`src/rtl/dmem_copy_engine_pkg.sv`:
```
// Shared types and constants for the data-memory block copy/fill engine.
package dmem_copy_engine_pkg;

  localparam int          LEN_W          = 16;
  localparam logic [3:0]  SIGN_MASK_WORD = 4'b0100;
  localparam logic        MODE_COPY      = 1'b0;
  localparam logic        MODE_FILL      = 1'b1;
  localparam logic [31:0] WORD_BYTES     = 32'd4;

  typedef enum logic [2:0] {
    S_IDLE,
    S_RD_REQ,
    S_RD_WAIT,
    S_WR_REQ,
    S_WR_WAIT,
    S_FIN
  } state_e;

  // Latched command; len counts down as words retire.
  typedef struct packed {
    logic             mode;
    logic [31:0]      src;
    logic [31:0]      dst;
    logic [LEN_W-1:0] len;
    logic [31:0]      pattern;
  } cmd_t;

  // Source alignment only matters when the source is actually read.
  function automatic logic cmd_misaligned(input cmd_t c);
    return (c.dst[1:0] != 2'b00) || ((c.mode == MODE_COPY) && (c.src[1:0] != 2'b00));
  endfunction

endpackage

```
`src/rtl/dmem_copy_engine_if.sv`:
```
// Data-memory port bundle: request side driven by the engine, stall/data by memory.
interface dmem_copy_engine_if;
  logic [31:0] addr;
  logic [31:0] write_data;
  logic        memwrite;
  logic        memread;
  logic [3:0]  sign_mask;
  logic [31:0] read_data;
  logic        clk_stall;

  modport master (
    output addr, write_data, memwrite, memread, sign_mask,
    input  read_data, clk_stall
  );

  modport slave (
    input  addr, write_data, memwrite, memread, sign_mask,
    output read_data, clk_stall
  );
endinterface

```
`src/rtl/dmem_copy_engine.sv`:
```
// Word-granular block copy / fill initiator on the data-memory port.
// Runs the request/stall handshake itself; every output is a register.
module dmem_copy_engine
  import dmem_copy_engine_pkg::*;
(
  input  logic                clk,
  input  logic                rst_n,
  input  logic                start,
  input  logic                mode,
  input  logic [31:0]         src_addr,
  input  logic [31:0]         dst_addr,
  input  logic [LEN_W-1:0]    len_words,
  input  logic [31:0]         fill_pattern,
  output logic                busy,
  output logic                done,
  output logic                err,
  dmem_copy_engine_if.master  mem
);

  state_e      state_q, state_d;
  cmd_t        cmd_q, cmd_d, cmd_in;
  logic        busy_q, busy_d;
  logic        done_q, done_d;
  logic        err_q, err_d;
  logic [31:0] addr_q, addr_d;
  logic [31:0] wdata_q, wdata_d;
  logic        rd_q, rd_d;
  logic        wr_q, wr_d;

  assign cmd_in = '{mode, src_addr, dst_addr, len_words, fill_pattern};

  // Outputs are computed for the state being entered, so each request
  // appears together with its REQ state and stays put through WAIT.
  always_comb begin
    state_d = state_q;
    cmd_d   = cmd_q;
    busy_d  = busy_q;
    done_d  = 1'b0;
    err_d   = err_q;
    addr_d  = addr_q;
    wdata_d = wdata_q;
    rd_d    = 1'b0;
    wr_d    = 1'b0;
    unique case (state_q)
      S_IDLE: begin
        if (start) begin
          cmd_d = cmd_in;
          err_d = 1'b0;
          if (cmd_misaligned(cmd_in)) begin
            state_d = S_FIN;
            done_d  = 1'b1;
            err_d   = 1'b1;
          end else if (cmd_in.len == '0) begin
            state_d = S_FIN;
            done_d  = 1'b1;
          end else if (cmd_in.mode == MODE_COPY) begin
            state_d = S_RD_REQ;
            busy_d  = 1'b1;
            rd_d    = 1'b1;
            addr_d  = cmd_in.src;
          end else begin
            state_d = S_WR_REQ;
            busy_d  = 1'b1;
            wr_d    = 1'b1;
            addr_d  = cmd_in.dst;
            wdata_d = cmd_in.pattern;
          end
        end
      end
      S_RD_REQ: begin
        state_d = S_RD_WAIT;
        rd_d    = 1'b1;
      end
      S_RD_WAIT: begin
        if (mem.clk_stall) begin
          rd_d = 1'b1;
        end else begin
          state_d = S_WR_REQ;
          wr_d    = 1'b1;
          addr_d  = cmd_q.dst;
          wdata_d = mem.read_data;
        end
      end
      S_WR_REQ: begin
        state_d = S_WR_WAIT;
        wr_d    = 1'b1;
      end
      S_WR_WAIT: begin
        if (mem.clk_stall) begin
          wr_d = 1'b1;
        end else begin
          cmd_d.len = cmd_q.len - LEN_W'(1);
          cmd_d.src = cmd_q.src + WORD_BYTES;
          cmd_d.dst = cmd_q.dst + WORD_BYTES;
          if (cmd_q.len == LEN_W'(1)) begin
            state_d = S_FIN;
            done_d  = 1'b1;
            busy_d  = 1'b0;
          end else if (cmd_q.mode == MODE_COPY) begin
            state_d = S_RD_REQ;
            rd_d    = 1'b1;
            addr_d  = cmd_d.src;
          end else begin
            state_d = S_WR_REQ;
            wr_d    = 1'b1;
            addr_d  = cmd_d.dst;
            wdata_d = cmd_q.pattern;
          end
        end
      end
      S_FIN: state_d = S_IDLE;
      default: state_d = S_IDLE;
    endcase
  end

  always_ff @(posedge clk or negedge rst_n) begin
    if (!rst_n) state_q <= S_IDLE;
    else        state_q <= state_d;
  end

  always_ff @(posedge clk or negedge rst_n) begin
    if (!rst_n) begin
      cmd_q   <= '0;
      busy_q  <= 1'b0;
      done_q  <= 1'b0;
      err_q   <= 1'b0;
      addr_q  <= '0;
      wdata_q <= '0;
      rd_q    <= 1'b0;
      wr_q    <= 1'b0;
    end else begin
      cmd_q   <= cmd_d;
      busy_q  <= busy_d;
      done_q  <= done_d;
      err_q   <= err_d;
      addr_q  <= addr_d;
      wdata_q <= wdata_d;
      rd_q    <= rd_d;
      wr_q    <= wr_d;
    end
  end

  assign busy           = busy_q;
  assign done           = done_q;
  assign err            = err_q;
  assign mem.addr       = addr_q;
  assign mem.write_data = wdata_q;
  assign mem.memread    = rd_q;
  assign mem.memwrite   = wr_q;
  assign mem.sign_mask  = SIGN_MASK_WORD;

endmodule

```
`src/flat_wrapper.sv`:
```
// flat-port wrapper written by rule: the top's interface ports become plain ports
module dmem_copy_engine_flat import dmem_copy_engine_pkg::*;
  (clk, rst_n, start, mode, src_addr, dst_addr, len_words, fill_pattern, busy, done, err, mem_addr, mem_write_data, mem_memwrite, mem_memread, mem_sign_mask, mem_read_data, mem_clk_stall);
  dmem_copy_engine_if mem_i ();
  input  logic clk;
  input  logic rst_n;
  input  logic start;
  input  logic mode;
  input  logic [31:0] src_addr;
  input  logic [31:0] dst_addr;
  input  logic [LEN_W-1:0] len_words;
  input  logic [31:0] fill_pattern;
  output logic busy;
  output logic done;
  output logic err;
  output wire logic [$bits(mem_i.addr)-1:0] mem_addr;
  output wire logic [$bits(mem_i.write_data)-1:0] mem_write_data;
  output wire logic [$bits(mem_i.memwrite)-1:0] mem_memwrite;
  output wire logic [$bits(mem_i.memread)-1:0] mem_memread;
  output wire logic [$bits(mem_i.sign_mask)-1:0] mem_sign_mask;
  input wire logic [$bits(mem_i.read_data)-1:0] mem_read_data;
  input wire logic [$bits(mem_i.clk_stall)-1:0] mem_clk_stall;
  assign mem_addr = mem_i.addr;
  assign mem_write_data = mem_i.write_data;
  assign mem_memwrite = mem_i.memwrite;
  assign mem_memread = mem_i.memread;
  assign mem_sign_mask = mem_i.sign_mask;
  assign mem_i.read_data = mem_read_data;
  assign mem_i.clk_stall = mem_clk_stall;
  dmem_copy_engine u_core (.clk(clk), .rst_n(rst_n), .start(start), .mode(mode), .src_addr(src_addr), .dst_addr(dst_addr), .len_words(len_words), .fill_pattern(fill_pattern), .busy(busy), .done(done), .err(err), .mem(mem_i));
endmodule
```
`config.mk`:
```
export PLATFORM = sky130hd
export DESIGN_NAME = dmem_copy_engine_flat
export DESIGN_NICKNAME = d
export VERILOG_FILES = /design/src/rtl/dmem_copy_engine_pkg.sv /design/src/rtl/dmem_copy_engine_if.sv /design/src/rtl/dmem_copy_engine.sv /design/src/flat_wrapper.sv
export SDC_FILE = /design/constraint.sdc
export NUM_CORES = 1
export LEC_CHECK = 0
export CORE_ASPECT_RATIO = 1.4
export CORE_UTILIZATION = 40
export CTS_CLUSTER_DIAMETER = 40
export CTS_CLUSTER_SIZE = 10
export DETAILED_ROUTE_END_ITERATION = 6
export REMOVE_ABC_BUFFERS = 1
export SYNTH_ARGS = -nofsm -noshare
export SYNTH_HDL_FRONTEND = slang
export SYNTH_SLANG_ARGS = --single-unit
```
`constraint.sdc`:
```
create_clock -name clk -period 3.75 [get_ports clk]
set_clock_uncertainty 0.1 [all_clocks]
set_input_delay 0.375 -clock clk [delete_from_list [all_inputs] [get_ports clk]]
set_output_delay 0.375 -clock clk [all_outputs]
set_load 0.005 [all_outputs]
```
==> run_results.csv <==
group,metric,value,unit
final_layout,design_area,14700,sq um
grt,grt_antenna_before_repair,1,
status,outcome,"finished, violations left",
grt,grt_max_degree,101,
timing,hold_slack,0.378,ns
timing,relSlewSlack,15.1,%
synth,synth_edf_count,0,
synth,netlist.area_leader.share,40.1,%
setup_path,slowest_stage,"o221ai_4",
final_layout,regArea,4630,sq um
setup_path,crit_fanout,38,
clocking,path_clk_slew,0.07,ns
final_layout,drive_above_1_share,7.42,%
clocking,cts_buffers,17,
final_layout,multi_input_area,6300,sq um
routing,drt_first_pass_iters,7,
clocking,h-tree-depth,4,
timing,worst_pin_slew,1.27,ns
synth,synth_warnings,0,
synth,synth_ff_type,"dfrtp_1",
power,p_per_area,783,nW/um^2
synth,synth_area,11500,sq um
grt,grt_pass1_wl,64.1,mm
die,io_pins,222,
synth,ys_seq_area_share,40.1,%
clocking,cts_max_path_buffers,2,
timing,hold_viol_final,0,
synth,yosys-top-cells-area,"dfrtp_1 (40%), o21ai_0 (7.5%), nand2_1 (6.7%)",
routing,avgRoutedWirePerCell,20.5,um
placement,hpwl,27.4,mm
placement,post-place-ws,0.739,ns
clocking,cts.sinks,185,
clocking,cts_resized,0,
routing,ant_nets,0,
die,core,28400,sq um
routing,drc_errors,2,
routing,via_count,11800,
timing,timing.final.ws_setup,0.823,ns
setup_path,cp_top_family,"simple AND/OR/NAND/NOR gates",
setup_path,end_kind,"flip-flop",
synth,ys_types,69,
placement,port_buffers,217,
setup_path,path_cells,"or4_4 > nor3_4 > nand4_1 > o221ai_4 > buf_4 > o21ai_0",
timing,period_share,78.0,%
setup_path,path_class,"reg2reg",
die,die-area,29500,sq um
synth,synth_top_cell_by_area,"dfrtp_1",
die,die_w,146,um
grt,grt_util_all_layers,27.6,%
power,p_leak,0.00588,uW
synth,ys_ff_latch,185,
timing,rsz0062_at_grt,"no",
job,maxCapViolations,0,
setup_path,path_buf_inv,1,
timing,fmax,342,MHz
final_layout,n_antenna_cell,0,
final_layout,final_util,51.7,%
grt,overflow,0,
synth,syn_area_per_cell,8.12,sq um
timing,finalMaxSlewViolations,0,
final_layout,layout.nets,1730,
routing,viasPerCell,5.99,
routing,first_iter_violations,958,
clocking,cts_tree,"yes",
status,failed_checks,"design-rule violations",
setup_path,worstPathRequired,3.96,ns
synth,syn-instance-count,1422,
setup_path,critPathArrivalTime,3.14,ns
synth,synthArstFlopShare,100,%
grt,grt_pass1_vias,11400,
die,num_rows,73,
die,die_h,203,um
die,start_util,40.6,%
hold_path,hold_path.class,"reg2reg",
clocking,root_buffer,"clkbuf_16",
routing,drt-total-wl,40.3,mm
setup_path,slowest_delay,0.67,ns
timing,setup_violations,0,
setup_path,worstSetupStartpointType,"flip-flop",
final_layout,final_cells,1965,
placement,placedCellCount,1932,
placement,routabilityCongestion,0.872,
clocking,worstSkewPairLatency,0.45,ns
timing,layout_min_cycle_time,2.93,ns
final_layout,area_delta_synth_final,27.3,%
power,peakVddDrop,502,uV
final_layout,fillCellCount,2718,
placement,postPlaceCellArea,14100,sq um
[cells in the final DEF, fill, tap and decap left out, types with 7 or more instances in the layout]
master / Yosys / routed
clkdlybuf4s50_1: 0 / 215
nand2_1: 205 / 205
dfrtp_1: 185 / 184
o21ai_0: 173 / 173
a21oi_1: 128 / 127
nor2_1: 115 / 113
o22ai_1: 48 / 48
buf_4: 9 / 40
o221ai_1: 35 / 35
a31oi_1: 33 / 33
xnor2_1: 31 / 31
nand3_1: 30 / 30
nor3_1: 28 / 28
inv_1: 23 / 23
and3_1: 21 / 21
mux2i_1: 20 / 20
nand4_1: 17 / 17
clkbuf_16: 0 / 17
xor2_1: 15 / 15
a22oi_1: 13 / 13
mux2_2: 13 / 13
nor4_1: 12 / 12
a222oi_1: 12 / 12
o22a_1: 10 / 10
a221oi_1: 8 / 8
a32oi_1: 7 / 7
nand2b_1: 7 / 7
a211oi_1: 7 / 7
o21a_1: 7 / 7
and2_1: 8 / 7
[synth_stat cells, drive strengths merged, types with 31 or more instances]
library cell and number:
a31oi 33, o221ai 36, a21oi 128, o21ai 180, clkbuf 71, xnor2 31, dfrtp 185, nand2 205
buf 59, nor2 115, o22ai 48
[worst paths after layout]
check	slack (ns)	endpoint	depth (start not counted)	startpoint
max	0.82	u_core.mem.write_data[24]	6	u_core.cmd_q[42]
min	0.38	u_core.cmd_q[3]	2	u_core.cmd_q[3]
max reg2reg	0.82	u_core.mem.write_data[24]	6	u_core.cmd_q[42]
min reg2reg	0.38	u_core.cmd_q[3]	2	u_core.cmd_q[3]
max in group asynchronous	2.23	u_core.mem.addr[15]	3	rst_n
min in group asynchronous	0.52	u_core.cmd_q[34]	2	rst_n
[per-stage QoR]
stage	power, uW	setup TNS [ns]
floorplan	6980	-306.59
global placement	9460	0
detailed placement	9580	0
CTS	11500	0
global route	12400	0
finish	11500	0
[layout make-up]
class / instances / share of cell area (%)
Inverter: 23 / 0.588
Clock buffer: 23 / 3.39
Timing Repair Buffer: 264 / 17.7
Sequential cell: 185 / 31.5
Multi-Input combinational cell: 1086 / 42.8
Tap cell: 375 / 3.19
Clock inverter: 9 / 0.766
[flip-flops by register name, indices dropped and copies added, names as in the netlist]
register	cells
u_core.cmd_q	113
u_core.mem.addr	32
u_core.mem.write_data	32
u_core.state_q	3
u_core.busy	1
u_core.done	1
u_core.err	1
u_core.mem.memread	1
u_core.mem.memwrite	1
[what timing repair did]
| action | in CTS | in global routing |
|---|---|---|
| setup buffers | 0 | 0 |
| hold buffers | 1 | 0 |
| endpoints found under the hold margin | 31 | 0 |
[worst reg2reg max path: cells and delay by family (launching register included)]
kind                   cells  cell delay, ns
flip-flops                 1            0.45
AO/OA/AOI/OAI              2            0.84
buffers and inverters      1            0.47
AND/OR/NAND/NOR            3            0.94
[cell families (layout without fill, tap and decap cells)]
group | after synthesis | after routing | synth area share (%)
compound gates | 524 | 524 | 27.9
simple gates | 475 | 475 | 19.2
flops | 185 | 185 | 40.1
buf+inv | 153 | 319 | 5.77
xor+xnor | 46 | 46 | 3.49
mux | 33 | 33 | 3.00
fa+ha+maj | 4 | 4 | 0.434
other cells | 2 | 4 | 0.0651
[power by group]
group          switching, uW  internal, uW  total (uW)
combinational           3190          2500        5690
clock                    853          1080        1930
sequential               945          2950        3890
[layer usage]
metal	wire [um]	track usage, %	vias to the layer above	part of all wire [%]
met4	1290	10.9	2	3.2
met1	16700	35.6	5680	42
met2	19600	46.3	498	49
met3	2670	4.09	78	6.6
li1	-	-	5514	-
met5	9	0	-	0.022
No activity file was read; power rests on OpenSTA's default activity.
